$ cat src/rtl/ipu_frame_sequencer.sv
// Frame-walk sequencer: preloads line-buffer rows from frame memory, then issues
// one convolution instruction per pixel to the coprocessor over req/wait/done.
module ipu_frame_sequencer #(
  parameter int IMG_W   = 512,
  parameter int IMG_H   = 480,
  parameter int PPW     = 4,
  parameter int COORD_W = 9,
  parameter int MAX_K   = 5
) (
  input  logic                                    clk,
  input  logic                                    reset,
  input  logic                                    start,
  input  logic                                    abort,
  input  logic [3:0]                              opcode,
  input  logic [1:0]                              ksize,
  output logic [COORD_W+$clog2(IMG_W/PPW)-1:0]    buf_addr,
  output logic                                    buf_load,
  output logic [COORD_W-1:0]                      buf_col,
  output logic                                    next_matrix,
  output logic                                    conv_req,
  output logic [31:0]                             conv_inst,
  input  logic                                    conv_wait,
  input  logic                                    conv_done,
  output logic                                    busy,
  output logic                                    done,
  output logic [COORD_W-1:0]                      cur_h,
  output logic [COORD_W-1:0]                      cur_v
);

  localparam int WCOL_W = $clog2(IMG_W/PPW);

  typedef enum logic [2:0] {
    S_IDLE, S_PRELOAD, S_ISSUE, S_WAIT_DONE, S_ADV_ROW, S_FINISH
  } state_t;

  state_t              r_state;
  state_t              w_state_next;
  logic                r_start_d;
  logic                r_next_matrix;
  logic [3:0]          r_opcode;
  logic [3:0]          r_rows_left;
  logic [COORD_W-1:0]  r_row;
  logic [WCOL_W-1:0]   r_wcol;
  logic [COORD_W-1:0]  r_h;
  logic [COORD_W-1:0]  r_v;

  logic                w_start_rise;
  logic [3:0]          w_k_raw;
  logic [3:0]          w_k;
  logic [COORD_W-1:0]  w_r0;
  logic [COORD_W-1:0]  w_row_inc;
  logic                w_last_word;
  logic                w_last_h;
  logic                w_last_v;

  assign w_start_rise = start & ~r_start_d;
  assign w_k_raw      = {2'b00, ksize} + 4'd2;
  assign w_k          = (w_k_raw > 4'(MAX_K)) ? 4'(MAX_K) : w_k_raw;
  // First preload row sits K/2 rows above row 0, wrapping to the frame bottom.
  assign w_r0         = COORD_W'(IMG_H) - COORD_W'(w_k >> 1);
  assign w_row_inc    = (r_row == COORD_W'(IMG_H - 1)) ? '0 : r_row + 1'b1;
  assign w_last_word  = (r_wcol == WCOL_W'(IMG_W/PPW - 1));
  assign w_last_h     = (r_h == COORD_W'(IMG_W - 1));
  assign w_last_v     = (r_v == COORD_W'(IMG_H - 1));

  always_ff @(posedge clk or posedge reset) begin
    if (reset) r_state <= S_IDLE;
    else       r_state <= w_state_next;
  end

  always_comb begin
    w_state_next = r_state;
    if (abort) begin
      w_state_next = S_IDLE;
    end else begin
      case (r_state)
        S_IDLE:      if (w_start_rise) w_state_next = S_PRELOAD;
        S_PRELOAD:   if (w_last_word && r_rows_left == 4'd1) w_state_next = S_ISSUE;
        S_ISSUE:     if (!conv_wait) w_state_next = S_WAIT_DONE;
        S_WAIT_DONE: begin
          if (conv_done) begin
            if (w_last_h && w_last_v) w_state_next = S_FINISH;
            else if (w_last_h)        w_state_next = S_ADV_ROW;
            else                      w_state_next = S_ISSUE;
          end
        end
        S_ADV_ROW:   w_state_next = S_PRELOAD;
        S_FINISH:    w_state_next = S_IDLE;
        default:     w_state_next = S_IDLE;
      endcase
    end
  end

  always_comb begin
    buf_load = 1'b0;
    conv_req = 1'b0;
    busy     = 1'b0;
    done     = 1'b0;
    case (r_state)
      S_PRELOAD:   begin buf_load = 1'b1; busy = 1'b1; end
      S_ISSUE:     busy = 1'b1;
      S_WAIT_DONE: begin conv_req = 1'b1; busy = 1'b1; end
      S_ADV_ROW:   busy = 1'b1;
      S_FINISH:    done = 1'b1;
      default:     ;
    endcase
  end

  always_ff @(posedge clk or posedge reset) begin
    if (reset) begin
      r_start_d     <= 1'b0;
      r_next_matrix <= 1'b0;
      r_opcode      <= '0;
      r_rows_left   <= '0;
      r_row         <= '0;
      r_wcol        <= '0;
      r_h           <= '0;
      r_v           <= '0;
    end else begin
      r_start_d     <= start;
      r_next_matrix <= 1'b0;
      if (abort || r_state == S_FINISH) begin
        r_rows_left <= '0;
        r_row       <= '0;
        r_wcol      <= '0;
        r_h         <= '0;
        r_v         <= '0;
      end else begin
        case (r_state)
          S_IDLE: begin
            if (w_start_rise) begin
              r_opcode    <= opcode;
              r_row       <= w_r0;
              r_wcol      <= '0;
              r_rows_left <= w_k;
            end
          end
          S_PRELOAD: begin
            if (w_last_word) begin
              r_wcol      <= '0;
              r_row       <= w_row_inc;
              r_rows_left <= r_rows_left - 4'd1;
            end else begin
              r_wcol <= r_wcol + 1'b1;
            end
          end
          S_WAIT_DONE: begin
            if (conv_done) begin
              r_next_matrix <= 1'b1;
              if (!w_last_h) begin
                r_h <= r_h + 1'b1;
              end else if (!w_last_v) begin
                r_h <= '0;
                r_v <= r_v + 1'b1;
              end
            end
          end
          S_ADV_ROW: r_rows_left <= 4'd1;
          default:   ;
        endcase
      end
    end
  end

  assign buf_addr    = {r_row, r_wcol};
  assign buf_col     = COORD_W'(32'(r_wcol) * PPW);
  assign next_matrix = r_next_matrix;
  assign conv_inst   = 32'({r_v, r_h, r_opcode});
  assign cur_h       = r_h;
  assign cur_v       = r_v;

endmodule

$ cat config.mk
export PLATFORM = sky130hd
export DESIGN_NAME = ipu_frame_sequencer
export DESIGN_NICKNAME = d
export VERILOG_FILES = /design/src/rtl/ipu_frame_sequencer.sv
export SDC_FILE = /design/constraint.sdc
export NUM_CORES = 1
export LEC_CHECK = 0
export CAP_MARGIN = 10
export CORE_ASPECT_RATIO = 0.6
export CORE_MARGIN = 4
export CORE_UTILIZATION = 40
export CTS_BUF_LIST = sky130_fd_sc_hd__clkbuf_4
export DETAILED_ROUTE_END_ITERATION = 10
export PLACE_DENSITY = 0.69
export REMOVE_ABC_BUFFERS = 1
export SLEW_MARGIN = 10
export SYNTH_ARGS = -nofsm -noshare
export SYNTH_HDL_FRONTEND = slang
export SYNTH_SLANG_ARGS = --single-unit
$ cat constraint.sdc
create_clock -name clk -period 2.87 [get_ports clk]
set_clock_uncertainty 0.1 [all_clocks]
set_input_delay 0.861 -clock clk [delete_from_list [all_inputs] [get_ports clk]]
set_output_delay 0.861 -clock clk [all_outputs]
set_load 0.03 [all_outputs]
==> Yosys cells after proc, flatten, opt, wreduce, memory -nomap -nowiden <==
Cells that the tools add are included.
{ "totals": {"reg_bits": 47, "output_inout_bits": 80, "elab_cells": 94} }
{ "op_classes": {"n_addsub": 7, "n_lt_le_gt_ge": 1, "eq_ne": 18, "muxes": 39, "bitwise": 3, "reduce_logical": 17} }
{ "op_table": {"columns": ["op", "n"], "rows": [
  ["$mux 9", 14],
  ["$add 9x1->9 const B", 3],
  ["$eq 9x9->1 const B", 3],
  ["$mux 3", 8],
  ["$mux 7", 3],
  ["$ne 3x3->1 const B", 6],
  ["$pmux 9 s2", 1],
  ["$pmux 3 s5", 1],
  ["$pmux 7 s2", 1],
  ["$mux 4", 3],
  ["$pmux 4 s3", 1],
  ["$reduce_and 3->1", 4],
  ["$reduce_and 4->1", 2],
  ["$add 7x1->7 const B", 1],
  ["$eq 7x7->1 const B", 1],
  ["$mux 1", 7],
  ["$sub 6x3->7 const A", 1],
  ["$eq 3x2->1 const B", 2],
  ["$eq 3x3->1 const B", 2],
  ["$reduce_bool 2->1", 3],
  ["$eq 4x1->1 const B", 1],
  ["$reduce_bool 4->1", 1],
  ["$reduce_or 4->1", 1],
  ["$sub 4x1->4 const B", 1],
  ["other kinds (12)", 14]
]} }

==> Depth between registers and ports, before layout <==
Gate-level depths: netlist of the first run.
{ "logic_depth": {"word_depth": 7, "ltp_mapped": 11, "ltp_nobuf": 8} }

==> Worst setup path after synthesis of the first run <==
OpenSTA, ideal clock, no wires.
{ "synth_timing": {"kind": "register to register", "start": "register r_h[0], in the netlist cur_h[0]", "end": "register r_v[5], in the netlist cur_v[5]", "t_arrival_ns": 2.320, "path_slack_ns": 0.314, "path_stages_with_launch": 12, "synth_period_minus_slack_ns": 2.556, "path_cell_list": "dfrtp_1 > ha_1 > nand3_1 > nor2_1 > ha_1 > buf_4 > nand3_1 > or2_0 > clkbuf_1 > clkbuf_1 > o311ai_1 > o41ai_1"} }
{ "synth_via": {"elab_chain_len": 3} }
{ "synth_rtl": {"columns": ["item", "line_no", "source"], "rows": [
  ["start: declaration", "44", "logic [COORD_W-1:0] r_h;"],
  ["start signal: assignment", "151", "r_h <= r_h + 1'b1;"],
  ["$eq 9x9->1", "63", "assign w_last_h = (r_h == COORD_W'(IMG_W - 1));"],
  ["$reduce_bool 2->1 (no line)", null, null],
  ["$reduce_and 4->1 (no line)", null, null],
  ["end signal: assignment", "154", "r_v <= r_v + 1'b1;"],
  ["end: declaration", "45", "logic [COORD_W-1:0] r_v;"]
]} }
No other way between the ends.
A chain may end at the register's enable or synchronous reset.

==> Worst setup path in the final report of the first run <==
{ "layout_timing": {"start": "register r_state[2]", "end": "output port buf_load"} }
{ "layout_via": {"elab_chain_len": 2} }
{ "layout_rtl": {"columns": ["item", "line_no", "source"], "rows": [
  ["start: declaration", "36", "state_t r_state;"],
  ["start signal: assignment", "68", "else r_state <= w_state_next;"],
  ["$eq 3x1->1", "99", "case (r_state)"],
  ["$mux 1", "99", null],
  ["end: declaration", "17", "output logic buf_load,"]
]} }
No other way between the ends.

==> flow_summary.toml, run 1 <==
[clocking]
cts_tree = "yes"
clockBufferDepth = 2
h-tree-depth = 2
cts-resized-gates = 2
clock_sinks = 47
postCtsSetupBuffers = 0
cts-root-buf = "clkbuf_4"
clk_latency_ps = 390
numCtsBuffers = 5
hold_buffers = 0
clkTransAtPathRegs_ps = 150

[floorplan]
ios = 92
die_area_mm2 = 0.009414
die_height_um = 76.77
die_x_um = 122.6
core_mm2 = 0.007447
start_util_pct = 42.34
row_count = 24

[worst_setup_path]
crit_chain = "buf_4 > or3b_4 > inv_1 > buf_4"
worstRegToRegCells = 9
critPathBufInv = 3
critical_path_class = "reg -> out"
critPathLaunchType = "flop"
end_kind = "primary output"
cpMaxStageDelayCell = "dfrtp_1"
crit_family = "flip-flops"
worst_path_largest_cell_delay_ps = 480
crit_fanout = 17
worst_ep_required_time_ps = 1910
cpMostUsedCell = "buf_4"
r2r_slack_ps = 260
cp_num_cells = 4
cp.arrival_ps = 1790

[synth]
yosysWarnings = 0
synth_area_mm2 = 0.003153
syn_inst = 347
ys_types = 69
seq_area_frac_synth_pct = 37.30
synth_area_per_cell_um2 = 9.087
yosys_most_used_dff = "dfrtp_1"
synth_edf_count = 0
ys_ff_latch = 47
ys_async_sr_fraction_pct = 100.0

[timing]
fmax_ghz = 0.3630
worstMarginPinSlew_ps = 673.5
relSlewSlack_pct = 54.83
min_period_ps = 2755
period_share_pct = 96.00
grt_setup_unrepaired = "false"
finalSetupViolations = 0
slew_violations = 0
hold_viol = 0

[power]
total_power_uw = 1464
p_leak_uw = 0.001657
power.internal_uw = 967.4
power_frac_seq_pct = 51.0
vdd_drop_max_mv = 0.2807
pwr-share-clk_pct = 23.4
p_comb_share_pct = 25.6
switching_share_pct = 33.91
power.density_mw_per_mm2 = 367.4
p_sw_uw = 496.3

[routing]
drt-initial-drc-count = 319
drt-total-wl_um = 8784
drc = 0
wire_per_inst_um = 16.96
via_per_inst = 5.629
firstDrtPassIters = 6
vias = 2916
ant_nets = 0

[place]
placed_cells = 510
dp.final_hpwl_um = 6696
place_congestion = 0.9428
port_buffers = 79

[grt]
grt_remaining_overflow = 0
antenna_found_initial = 0
grt_pass1_vias = 2747
grt_pass1_wl_um = 14240
grtUsageTotal_pct = 18.99
grt_max_degree = 22

[layout]
postLayoutCoreUtil_pct = 53.49
instances_no_fill = 518
nNetsFinal = 432
diodes = 0
drive_above_1_share_pct = 12.80
area_growth_syn_to_layout_pct = 26.35

[min_path]
min_delay_path_depth = 1
hold_class = "reg -> reg"

[outcome]
status = "finished clean"

[flow_run]
drv_cap = 0
per-layer routing:
| layer | routed length (um) | share of wire (%) | global-route usage [%] | vias up |
|---|---|---|---|---|
| li1 | - | - | - | 1376 |
| met1 | 4140 | 47 | 28.89 | 1395 |
| met2 | 3698 | 42 | 26.47 | 138 |
| met3 | 884 | 10 | 5.956 | 7 |
| met4 | 61 | 0.69 | 3.240 | 0 |
| met5 | 0 | 0 | 0 | - |
stage by stage:
| stage | setup TNS, ps | setup WS (ps) | hold slack [ps] | cell area (um2) |
|---|---|---|---|---|
| after floorplan | -220.8 | -71.91 | 418.5 | 2834 |
| after CTS | 0 | 27.04 | 437.3 | 3978 |
| after detailed placement | 0 | 69.24 | 395.0 | 3923 |
| after global placement | 0 | 106.3 | 386.4 | 3923 |
| final | 0 | 114.9 | 428.9 | 3984 |
| after global routing | 0 | 23.07 | 463.7 | 3984 |
layout by cell type (no fill, tap or decap), types with 7 or more instances in the layout:
cell type,synthesis,routed
nand2_1,18,18
inv_1,10,9
o21ai_1,8,8
buf_4,41,21
clkbuf_4,0,7
nand3_1,15,15
ha_1,7,7
nor2_1,22,22
clkdlybuf4s50_1,0,75
conb_1,1,12
nor3_1,10,10
o21ai_0,15,15
or4_1,8,8
dfrtp_1,47,46
a21oi_1,23,23
o31ai_1,8,8
worst paths after layout:
kind	startpoint	to
worst max-delay path	r_state[2]	buf_load
min in group asynchronous	reset	r_opcode[1]
max in group asynchronous	reset	cur_h[3]
worst min-delay path	r_opcode[0]	r_opcode[0]
worst max register to register	cur_h[1]	cur_v[0]
worst min register to register	r_opcode[0]	r_opcode[0]
sequential cells by signal, indices dropped and copies added (netlist names):
signal / flops
cur_h: 9
cur_v: 9
next_matrix: 1
r_opcode: 4
r_row: 9
r_rows_left: 4
r_start_d: 1
r_state: 3
r_wcol: 7
cell usage after synthesis (all sizes together), types with 2 or more instances:
| master | count | area share [%] |
|---|---|---|
| or4 | 8 | 1.9 |
| o311ai | 4 | 1.1 |
| nor2 | 23 | 2.8 |
| mux2 | 4 | 1.4 |
| nor3 | 11 | 1.9 |
| nand3 | 15 | 2.4 |
| a21oi | 24 | 4.2 |
| o21ai | 23 | 3.7 |
| a21o | 2 | 0.71 |
| dfrtp | 47 | 37 |
| o31ai | 9 | 2.3 |
| a2bb2oi | 2 | 0.56 |
| nand4 | 4 | 0.79 |
| inv | 11 | 1.3 |
| or2 | 3 | 0.60 |
| clkbuf | 7 | 0.83 |
| a31oi | 6 | 1.2 |
| nand2 | 19 | 2.3 |
| o211a | 2 | 0.63 |
| and4 | 2 | 0.56 |
| and2 | 2 | 0.40 |
| a22o | 5 | 1.4 |
| o211ai | 6 | 1.4 |
| and3 | 7 | 1.4 |
| a311oi | 2 | 0.75 |
| buf | 45 | 11 |
| xor2 | 4 | 1.1 |
| nand3b | 3 | 0.71 |
| ha | 7 | 2.8 |
| o41ai | 6 | 1.9 |
| or3 | 6 | 1.2 |
| nor2b | 4 | 0.79 |
| mux2i | 2 | 0.63 |
| nor4b | 2 | 0.75 |
| nand4b | 3 | 1.0 |
layout make-up:
type                    instances  area (um2)
clock inverters                 1       5.005
flip-flops and latches         47        1177
inverters                      12       45.04
repair buffers                100       958.4
well taps                     104       130.1
fillers                       714        3463
multi-input cells             247        1615
clock buffers                   7       52.55
power by group through the flow:
stage / clock (uW) / sequential (uW) / combinational, uW
after floorplan: 0 / 820 / 146
after global placement: 0 / 757 / 367
after global routing: 380 / 753 / 403
after CTS: 357 / 745 / 374
after detailed placement: 0 / 757 / 372
final: 342 / 747 / 375
cell families after synthesis:
logic type / count (synthesis) / share of synthesized area (%)
AOI/OAI and AO/OA: 98 / 21.79
xor gates and xnor gates: 5 / 1.389
adders and majority gates: 7 / 2.778
buffers and inverters: 64 / 12.86
DFF: 47 / 37.30
muxes: 6 / 2.063
other: 1 / 0.1189
and+or+nand+nor: 119 / 21.71
Note: power is estimated with default switching activity, not from simulation.
==> run 2, diff against run 1 <==
--- a/config.mk
+++ b/config.mk
@@ -13,7 +13,7 @@
 export DETAILED_ROUTE_END_ITERATION = 10
 export PLACE_DENSITY = 0.69
 export REMOVE_ABC_BUFFERS = 1
-export SLEW_MARGIN = 10
+export SLEW_MARGIN = 20
 export SYNTH_ARGS = -nofsm -noshare
 export SYNTH_HDL_FRONTEND = slang
 export SYNTH_SLANG_ARGS = --single-unit
==> results of run 2 <==
The final DEF is identical to that of run 1; final timing and power are the same.
==> run 3, diff against run 2 <==
--- a/config.mk
+++ b/config.mk
@@ -5,7 +5,7 @@
 export SDC_FILE = /design/constraint.sdc
 export NUM_CORES = 1
 export LEC_CHECK = 0
-export CAP_MARGIN = 10
+export CAP_MARGIN = 25
 export CORE_ASPECT_RATIO = 0.6
 export CORE_MARGIN = 4
 export CORE_UTILIZATION = 40
==> results of run 3 <==
The final DEF is identical to that of run 1; final timing and power are the same.
==> patch 1, RTL diff (config.mk and constraints of run 2) <==
The 6 states of `state_t` get a one-hot encoding in 6 bits.
--- a/src/rtl/ipu_frame_sequencer.sv
+++ b/src/rtl/ipu_frame_sequencer.sv
@@ -31,4 +31,4 @@
 
-  typedef enum logic [2:0] {
-    S_IDLE, S_PRELOAD, S_ISSUE, S_WAIT_DONE, S_ADV_ROW, S_FINISH
+  typedef enum logic [5:0] {
+    S_IDLE = 6'b000001, S_PRELOAD = 6'b000010, S_ISSUE = 6'b000100, S_WAIT_DONE = 6'b001000, S_ADV_ROW = 6'b010000, S_FINISH = 6'b100000
   } state_t;
Formal check against the unedited RTL: same outputs for any inputs over 10 cycles, from zero or initial values and one cycle with reset high; not proved beyond that.
==> patch 1 against run 2 <==
  * Sequential cell count grew 3
  * Cell area up 4.9%
  * Routed wire length down 5.7%
  * Setup slack got worse by 0.0064 ns
  * Via count down 0.27%
  * First-iteration DRC count shrank 29%
  * Area after synthesis grew 2.5%
  * Register-to-register slack better by 0.06 ns
  * Critical path type unchanged
  * Largest cell class unchanged
Power is not compared: it rests on default switching activity, and its combinational part moved more than twofold at a synthesized area within 25%.
==> patch 1: results (changes against run 2) <==
- Min-Delay Path Depth: 1 (unchanged)
- Seq/Total Area, Yosys: 0.3874 (+0.01437)
- Layout cells sized above 1: 0.1535 (+0.02547)
- Pre-CTS setup slack: 0.1323 ns (+0.06308 ns)
- Fillers: 723 (+1.3%)
- Vias per inst: 5.405 (-4.0%)
- Status: finished, final reports clean
- GRT Overall Usage: 0.1770 (-0.01292)
- Register area: 1254 um^2 (+6.5%)
- Logic inverters: 19 (+7)
- Nets@finish: 448 (+3.7%)
- FF-to-FF setup slack: 0.32 ns (+0.06 ns)
- Hold endpoint: r_opcode[0]$_DFFE_PP0P_
- Buffers excl. clock: 106 (+6.0%)
- Part of the cycle the worst path needs: 0.9622 (+0.002214)
- Reg2Reg Depth: 10 (+1)
- Buffer share of cell area: 0.2417 (+0.001111)
- Clk slew on worst S/H paths: 0.17 ns (+0.02 ns)
- NetSw: 1029 uW
- Routed wire length: 8.287 mm (-5.7%)
- Number of cells in the design after placement: 525 (+2.9%)
- Avg Cell Area, Syn: 9.082 um^2 (about the same)
- Hold Slack: 0.4225 ns (-0.006377 ns)
- Critical path startpoint: r_state[4]$_DFFE_PP0P_
- Worst path max stage delay: 0.43 ns (-0.05 ns)
- Placed Area: 4026 um^2 (+2.6%)
- Yosys cell types: 63 (-8.7%)
- RR Startpoint: cur_h[0]$_DFFE_PP0P_
- Drt wl/cell: 15.40 um (-9.2%)
- Multi-input combinational area share: 0.3869 (-0.01852)
- Arrival time worst endpoint: 1.80 ns
- VDD IR-drop max: 0.2631 mV
- Detailed placement HPWL: 6.329 mm (-5.5%)
- Vias in the first global route: 2822 (+2.7%)
- First-pass GRT wire length: 13.90 mm (-2.4%)
- Worst r2r dst: cur_v[5]$_DFFE_PP0P_
- Clock-cell share: 0.02066 (+0.006218)
- First drt pass iteration count: 4 (-2)
- Largest cells by area after synthesis: dfrtp_1, buf_4, nor2_1
- # clock sinks: 50 (+6.4%)
- Initial detailed-routing violation count: 228 (-29%)
- Crit path to: busy
patch 1: changes by cell type after synthesis, moves of 5 or more:
cell and delta:
o21ai_0 +9, inv_1 +8, xnor2_1 +10, nor2_1 +17
a21oi_1 -9, or4_1 -5, nor3_1 +5, o21ai_1 -8
patch 1: per-layer routing:
metal,up-vias,global-route usage,part of all wire
li1,1373,-,-
met1,1406,0.2775,0.50
met2,123,0.2522,0.42
met3,6,0.03205,0.071
met4,0,0.03607,0.0089
met5,-,0,0
patch 1: logic make-up (layout without fill, tap and decap cells):
group / after synthesis / count (layout) / share of synthesized area
xor+xnor: 13 / 13 / 0.03522
compound gates: 79 / 79 / 0.1742
fa+ha+maj: 7 / 7 / 0.02709
other cells: 1 / 12 / 0.001160
mux: 9 / 9 / 0.03018
buf+inv: 70 / 133 / 0.1327
flops: 50 / 50 / 0.3874
simple gates: 127 / 127 / 0.2121
==> patch 2, RTL diff (settings of run 2) <==
Without the edit above. Set the parameter `PPW` to 2 (it was 4).
--- a/src/rtl/ipu_frame_sequencer.sv
+++ b/src/rtl/ipu_frame_sequencer.sv
@@ -5,3 +5,3 @@
   parameter int IMG_H   = 480,
-  parameter int PPW     = 4,
+  parameter int PPW     = 2,
   parameter int COORD_W = 9,
Interface: changed (resized buf_addr); port bits go from 92 to 93. The function was not compared with the original's and may differ.
==> patch 2 against run 2 <==
  * Routed wire length fell by 5.4%
  * Sequential cell count rose by 1
  * Sequential power rose by 12%
  * Cell area fell by 0.28%
  * Critical path depth rose by 1
  * Area after synthesis fell by 3.5%
  * Total power rose by 24%
  * Setup slack improved by 0.12 ns
  * Final cell count did not move
  * Critical path type unchanged
  * Largest cell class unchanged
  * Highest routed layer unchanged
==> patch 2: results (changes against run 2) <==
- First-pass GRT wire length: 13.22 mm (-7.2%)
- Pre-CTS setup slack: 0.07464 ns (+0.005400 ns)
- Cell Int Power: 1111 uW (+15%)
- First drt pass iteration count: 5 (-1)
- GR Layer Usage met2: 0.2387 (-0.02594)
- Clk_lat worst skew: 0.37 ns (-0.02 ns)
- FF-to-FF setup slack: 0.28 ns (+0.02 ns)
- Metal3 WL: 776 um (-12%)
- P_seq: 837 uW (+12%)
- HP Start: r_opcode[3]$_DFFE_PP0P_
- VDD IR-drop max: 0.3327 mV (+18%)
- Arrival time worst endpoint: 1.67 ns (-0.12 ns)
- Initial detailed-routing violation count: 292 (-8.5%)
- Worst Tran Pin Value: 0.5963 ns (-0.07727 ns)
- Vias: 2805 (-3.8%)
- Placed Area: 3904 um^2 (-0.48%)
- Cts repair resizes: 1 (-1)
- DR WL met2: 3.250 mm (-12%)
- Routed wire length: 8.309 mm (-5.4%)
- Met1 Usage GRT: 0.2956 (+0.006776)
- Layout cells sized above 1: 0.1259 (-0.002111)
- Vias per inst: 5.415 (-3.8%)
- Seq/Total Area, Yosys: 0.3947 (+0.02172)
- Leakage: 0.001670 uW (+0.80%)
- Net Sw Frac: 0.3855 (+0.04646)
- Vias in the first global route: 2505 (-8.8%)
- CP max-delay cell: dfrtp_2
- RR Startpoint: cur_h[3]$_DFFE_PP0P_
- Nets@finish: 431 (-0.23%)
- Fillers: 676 (-5.3%)
- Detailed placement HPWL: 6.332 mm (-5.4%)
- Status: finished, final reports clean
- Hold endpoint: r_opcode[3]$_DFFE_PP0P_
- Most common library cells after synthesis: dfrtp_1, buf_4, o21ai_0
- Initial antenna violation count: 1 (+1)
- RePlAce Congestion: 0.8877 (-5.8%)
- Number of cells in the design after placement: 509 (-0.20%)
==> patch 2: cell count changes in the layout (fill, tap and decap cells not counted), sizes merged, moves of 4 or more <==
cell    change
nand4       +4
buf         +4
or4         -4
o311ai      -4
nor3        -6
mux2        +4
o41ai       -6
o21ai       +5
o211ai      -5
a22o        -4
==> patch 2: layout make-up <==
cell class	instances	area, um^2	share of cell area
clock buffers	5	37.54	0.009449
flip-flops and latches	48	1202	0.3027
well taps	104	130.1	0.03276
diodes	1	2.502	0.0006299
clock inverters	3	13.76	0.003465
repair buffers	106	1025	0.2580
multi-input cells	242	1525	0.3839
inverters	9	36.28	0.009134
==> patch 2: logic make-up (layout without fill, tap and decap cells) <==
kind of cell               count (synthesis)  count (layout)  synth area share
buffers and inverters                     57             123            0.1188
and+or+nand+nor                          119             119            0.2229
other                                      1              12          0.001232
muxes                                      9               9           0.03290
xor gates and xnor gates                   8               8           0.02303
AOI/OAI and AO/OA                         88              88            0.1776
DFF                                       48              48            0.3947
adders and majority gates                  7               7           0.02878
